File: config.mk
export PLATFORM = sky130hd
export DESIGN_NAME = eth_mac_gmii_tx
export DESIGN_NICKNAME = d
export VERILOG_FILES = /design/src/rtl/eth_mac_gmii_tx.sv
export SDC_FILE = /design/constraint.sdc
export NUM_CORES = 1
export LEC_CHECK = 0
export ABC_AREA = 1
export ABC_CLOCK_PERIOD_IN_PS = 2300
export CORE_AREA = 3 3 160 84
export CTS_CLUSTER_DIAMETER = 120
export DETAILED_ROUTE_END_ITERATION = 6
export DIE_AREA = 0 0 163 87
export PLACE_DENSITY = 0.82
export SLEW_MARGIN = 10
export SYNTH_ARGS = -nofsm -noshare
export SYNTH_HDL_FRONTEND = slang
export SYNTH_SLANG_ARGS = --single-unit
File: constraint.sdc
create_clock -name Clk -period 2.3 [get_ports Clk]
set_input_delay 0.345 -clock Clk [delete_from_list [all_inputs] [get_ports Clk]]
set_output_delay 0.345 -clock Clk [all_outputs]
set_load 0.01 [all_outputs]
File: src/rtl/eth_mac_gmii_tx.sv
// GMII transmit path of the L2 MAC: Avalon-ST bytes in, preamble, SFD,
// data, zero pad, CRC-32 FCS and inter-frame gap out on GMII.
module eth_mac_gmii_tx #(
   parameter int PREAMBLE_LEN = 7,
   parameter int MIN_FRAME    = 60,
   parameter int IFG_CYCLES   = 12
) (
   input  logic       Clk,
   input  logic       Rst_n,
   input  logic       S_avalonST_valid,
   input  logic [7:0] S_avalonST_data,
   input  logic       S_avalonST_sop,
   input  logic       S_avalonST_eop,
   input  logic       S_avalonST_error,
   output logic       S_avalonST_ready,
   output logic [7:0] ENET_TX_DATA,
   output logic       ENET_TX_DV,
   output logic       ENET_TX_ER
);

   typedef enum logic [3:0] {
      IDLE, PREAMBLE, SFD, DATA, ABORT, DROP, PAD, FCS, IFG
   } state_t;

   localparam logic [10:0] PRE_CNT  = 11'(PREAMBLE_LEN - 1);
   localparam logic [10:0] IFG_FULL = 11'(IFG_CYCLES - 1);
   localparam logic [10:0] IFG_TAIL = 11'((IFG_CYCLES > 1) ? IFG_CYCLES - 2 : 0);
   // The IDLE cycle is the last gap cycle after a frame, so the tail is one short.
   localparam state_t GAP_ST = (IFG_CYCLES > 1) ? IFG : IDLE;

   state_t      state;
   logic [10:0] cnt;
   logic [10:0] bcnt;
   logic [31:0] crc;
   logic [7:0]  hold_data;
   logic        hold_eop;
   logic        hold_err;
   logic        last;
   logic        accept;
   logic        pad_more;
   logic [10:0] bcnt_inc;

   function automatic logic [31:0] crc_step(input logic [31:0] c,
                                            input logic [7:0]  d);
      logic [31:0] r;
      r = c ^ {24'h0, d};
      for (int i = 0; i < 8; i++)
         r = r[0] ? ((r >> 1) ^ 32'hEDB8_8320) : (r >> 1);
      return r;
   endfunction

   assign S_avalonST_ready = (state == IDLE) || (state == DROP) ||
                             ((state == DATA) && !last);
   assign accept   = S_avalonST_valid && S_avalonST_ready;
   assign bcnt_inc = (bcnt == 11'h7FF) ? bcnt : bcnt + 11'd1;
   assign pad_more = int'(bcnt) < MIN_FRAME;

   always_ff @(posedge Clk or negedge Rst_n) begin
      if (!Rst_n) begin
         state        <= IFG;
         cnt          <= IFG_FULL;
         bcnt         <= '0;
         crc          <= '1;
         hold_data    <= '0;
         hold_eop     <= 1'b0;
         hold_err     <= 1'b0;
         last         <= 1'b0;
         ENET_TX_DATA <= '0;
         ENET_TX_DV   <= 1'b0;
         ENET_TX_ER   <= 1'b0;
      end else begin
         ENET_TX_DATA <= 8'h00;
         ENET_TX_DV   <= 1'b0;
         ENET_TX_ER   <= 1'b0;
         unique case (state)
            IDLE: begin
               if (accept && S_avalonST_sop) begin
                  hold_data    <= S_avalonST_data;
                  hold_eop     <= S_avalonST_eop;
                  hold_err     <= S_avalonST_error;
                  state        <= PREAMBLE;
                  cnt          <= PRE_CNT;
                  ENET_TX_DV   <= 1'b1;
                  ENET_TX_DATA <= 8'h55;
               end
            end
            PREAMBLE: begin
               ENET_TX_DV <= 1'b1;
               if (cnt == 11'd0) begin
                  state        <= SFD;
                  ENET_TX_DATA <= 8'hD5;
                  bcnt         <= '0;
                  crc          <= '1;
               end else begin
                  cnt          <= cnt - 11'd1;
                  ENET_TX_DATA <= 8'h55;
               end
            end
            SFD: begin
               state        <= DATA;
               ENET_TX_DV   <= 1'b1;
               ENET_TX_DATA <= hold_data;
               ENET_TX_ER   <= hold_err;
               last         <= hold_eop;
               bcnt         <= bcnt_inc;
               crc          <= crc_step(crc, hold_data);
            end
            DATA, PAD: begin
               if ((state == PAD) || last) begin
                  ENET_TX_DV <= 1'b1;
                  if (pad_more) begin
                     state <= PAD;
                     bcnt  <= bcnt_inc;
                     crc   <= crc_step(crc, 8'h00);
                  end else begin
                     state        <= FCS;
                     cnt          <= 11'd3;
                     ENET_TX_DATA <= ~crc[7:0];
                     crc          <= {8'h00, crc[31:8]};
                  end
               end else if (S_avalonST_valid) begin
                  ENET_TX_DV   <= 1'b1;
                  ENET_TX_DATA <= S_avalonST_data;
                  ENET_TX_ER   <= S_avalonST_error;
                  last         <= S_avalonST_eop;
                  bcnt         <= bcnt_inc;
                  crc          <= crc_step(crc, S_avalonST_data);
               end else begin
                  state      <= ABORT;
                  ENET_TX_DV <= 1'b1;
                  ENET_TX_ER <= 1'b1;
               end
            end
            ABORT: state <= DROP;
            DROP: begin
               if (accept && S_avalonST_eop) begin
                  state <= GAP_ST;
                  cnt   <= IFG_TAIL;
               end
            end
            FCS: begin
               if (cnt == 11'd0) begin
                  state <= GAP_ST;
                  cnt   <= IFG_TAIL;
               end else begin
                  cnt          <= cnt - 11'd1;
                  ENET_TX_DV   <= 1'b1;
                  ENET_TX_DATA <= ~crc[7:0];
                  crc          <= {8'h00, crc[31:8]};
               end
            end
            IFG: begin
               if (cnt == 11'd0) state <= IDLE;
               else cnt <= cnt - 11'd1;
            end
            default: state <= IFG;
         endcase
      end
   end

endmodule

==> impl_metrics.toml <==
[timing]
finalCriticalPeriod_ns = 2.27
rsz0062_at_grt = "yes"
clock.fmax_mhz = 441
finalMaxSlewViolations = 0
relSlewSlack_pct = 47.4
clock-skew-final_ns = 0.0103
worst_pin_slew_ns = 0.790
setup_viol = 0
finalHoldViolations = 0
period_share_pct = 98.5

[cells_and_area]
stdcell_count = 1530
diodes = 0
area_delta_synth_final_pct = 18.4
fin_util_pct = 77.2
fill_cells = 902
drive_gt1_share_pct = 16.5
fin_area_sq_um = 9190
finalNetCount = 1377

[clocking]
htreeDepth = 3
clk_path_buf_depth = 2
cts_sinks = 79
cts_tree = "done"
cts_root_buf = "clkbuf_16"
clkSlewWorstSetupHoldPaths_ns = 0.07
numCtsBuffers = 9
clk_latency_ns = 0.35

[drt]
final_antenna_net_count = 0
drtIter0Drc = 1488
dr.pass1.iters = 7
drc = 7
wirelength_um = 30800
routedWlPerCell_um = 20.1
num_vias = 9572
vias_per_cell = 6.26

[logic_synthesis]
synth_edf_count = 0
yosysSeqAreaShare_pct = 26.0
ys.flop_type = "dfrtp_1"
async_flop_share_pct = 100
synth.net_count = 1281
ys_top_cells_by_area = "nand2_1 21%, dfrtp_1 14%, dfstp_2 12%, xor2_1 7.0%, nand3_1 6.6%"
synth.top_cell.area_share_pct = 21.3
synth_area_leader_cell = "nand2_1"
synth_cell_types = 48
ys_ff_latch = 79
syn_area_sq_um = 7770
syn_avg_cell_area_sq_um = 6.15
syn_inst = 1264
yosysWarnings = 0

[floorplan]
io_pins = 25
num_rows = 28
start_util_pct = 65.2
dieWidth_um = 163
die_y_um = 87
fp.dieArea_sq_um = 14200
fp.coreArea_sq_um = 11900

[place]
dp_hpwl_um = 22900
place.port_buffers = 24
dpl_cell_area_sq_um = 8730
dp_cells = 1506
gp_congestion = 1.09

[critical_path]
cp-end-kind = "primary output"
critPathTopFamily = "buffers and inverters"
endpoint = "S_avalonST_ready"
cp-startpoint = "state[0]"
criticalPathCategory = "flip-flop to primary output"
path_buf_inv = 3
rr_startpoint = "state[3]"
slowest_delay_ns = 0.54
cp_cell_sequence = "inv_4 -> nand2_1 -> inv_1 -> nand2_2 -> nand3_2 -> clkdlybuf4s50_1"
cp_max_fo = 6
cp.depth = 6
crit_arrival_ns = 1.92
cp-start-kind = "flip-flop"
crit_slowest_cell = "clkdlybuf4s50_1"
reg2reg_to = "crc[29]"
cp.required_ns = 1.96
rrSetupSlack_ns = 0.06
r2r_cells = 10

[global_routing]
grt-ovfl-total = 0
grt_max_degree = 56
grt_pass1_wl_um = 47100
track_usage_pct = 43.3
grt_pass1_vias = 8757
antenna_found_initial = 0

[hold_path]
min_path_type = "input pin to async pin"

[status]
failed_checks = "design-rule violations"
status = "finished, violations left"

[job]
max-cap-violations = 0
-- registers in the layout, indices dropped and copies added, names as in the netlist, 4 cells and up --
signal and cells:
hold_data 8, bcnt 11, crc 32, ENET_TX_DATA 8, state 4, cnt 11
-- per-layer routing --
metal  GRT usage (%)  part of all wire (%)
met4            19.5                   5.2
met1            54.9                    37
met3            17.5                    17
met2            65.5                    41
met5               0                     0
-- final cells by class --
cell class | instances | area (sq um) | share of cell area [%]
clock buffers | 10 | 239 | 2.60
flip-flops and latches | 79 | 2020 | 22.0
inverters | 142 | 536 | 5.82
clock inverters | 6 | 75.1 | 0.817
multi-input cells | 1010 | 5130 | 55.8
repair buffers | 118 | 981 | 10.7
well taps | 165 | 206 | 2.25
-- what timing repair did --
item	CTS	global route
endpoints found under the setup margin	6	35
pin swaps	0	2
gates resized for setup	3	26
hold buffers	0	0
setup buffers	0	8
-- placed cells by master, fill, tap and decap left out, types with 6 or more instances in the layout --
cell	count
nand2_2	22
nand3_1	102
o21ai_0	73
clkdlybuf4s50_1	23
o211ai_1	7
inv_1	125
o21ai_1	12
dfstp_2	36
xor2_1	62
inv_2	16
nor2_1	105
buf_4	92
xnor2_1	28
a21oi_1	71
dfrtp_1	41
nand2_1	431
a22oi_1	6
clkbuf_16	9
nor3_1	19
-- Yosys cell counts (all sizes together) (12+ instances only) --
cell    count
buf        21
xnor2      31
nand2     455
nand3     107
nor3       24
inv       142
nor2      115
xor2       64
dfrtp      43
o21ai      87
clkbuf     12
dfstp      36
a21oi      72
-- worst min path at each step --
stage	cells past startpoint	endpoint	slack [ns]	start
3_3_place_gp	1	cnt[2]	0.45	Rst_n
3_5_place_dp	1	cnt[2]	0.46	Rst_n
2_1_floorplan	0	ENET_TX_DATA[0]	0.05	Rst_n
6_report	1	cnt[6]	0.09	Rst_n
5_1_grt	1	hold_eop	0.12	Rst_n
4_1_cts	1	cnt[2]	0.09	Rst_n
-- worst register-to-register path, stage by stage (launching register included) --
cell     delay, ns
dfstp_2       0.53
inv_2         0.07
nand2_2       0.12
inv_1         0.07
nand3_1       0.12
o21ai_2       0.17
nor3_4        0.32
a21oi_4       0.13
inv_2         0.29
nor2_1        0.17
a22oi_1       0.17
-- logic make-up (layout without fill, tap and decap cells) --
family	Yosys count	after routing	share of synthesized area (%)
buffers and inverters	175	276	9.09
DFF	79	79	26.0
and+or+nand+nor	717	717	39.4
AOI/OAI and AO/OA	195	195	14.0
adders and majority gates	3	3	0.483
xor gates and xnor gates	95	95	11.0
-- stage by stage --
step	hold WS (ns)	setup WS, ns	setup TNS [ns]
6_report	0.0881	0.0334	0
3_5_place_dp	0.462	-0.0842	-0.308
5_1_grt	0.120	-0.102	-0.633
3_3_place_gp	0.451	-0.000606	-0.000606
2_1_floorplan	0.0494	0.452	0
4_1_cts	0.0927	0.00428	0
Power is not shown: default switching activity piles up to over one toggle a cycle in this logic, so the estimate is an artifact.
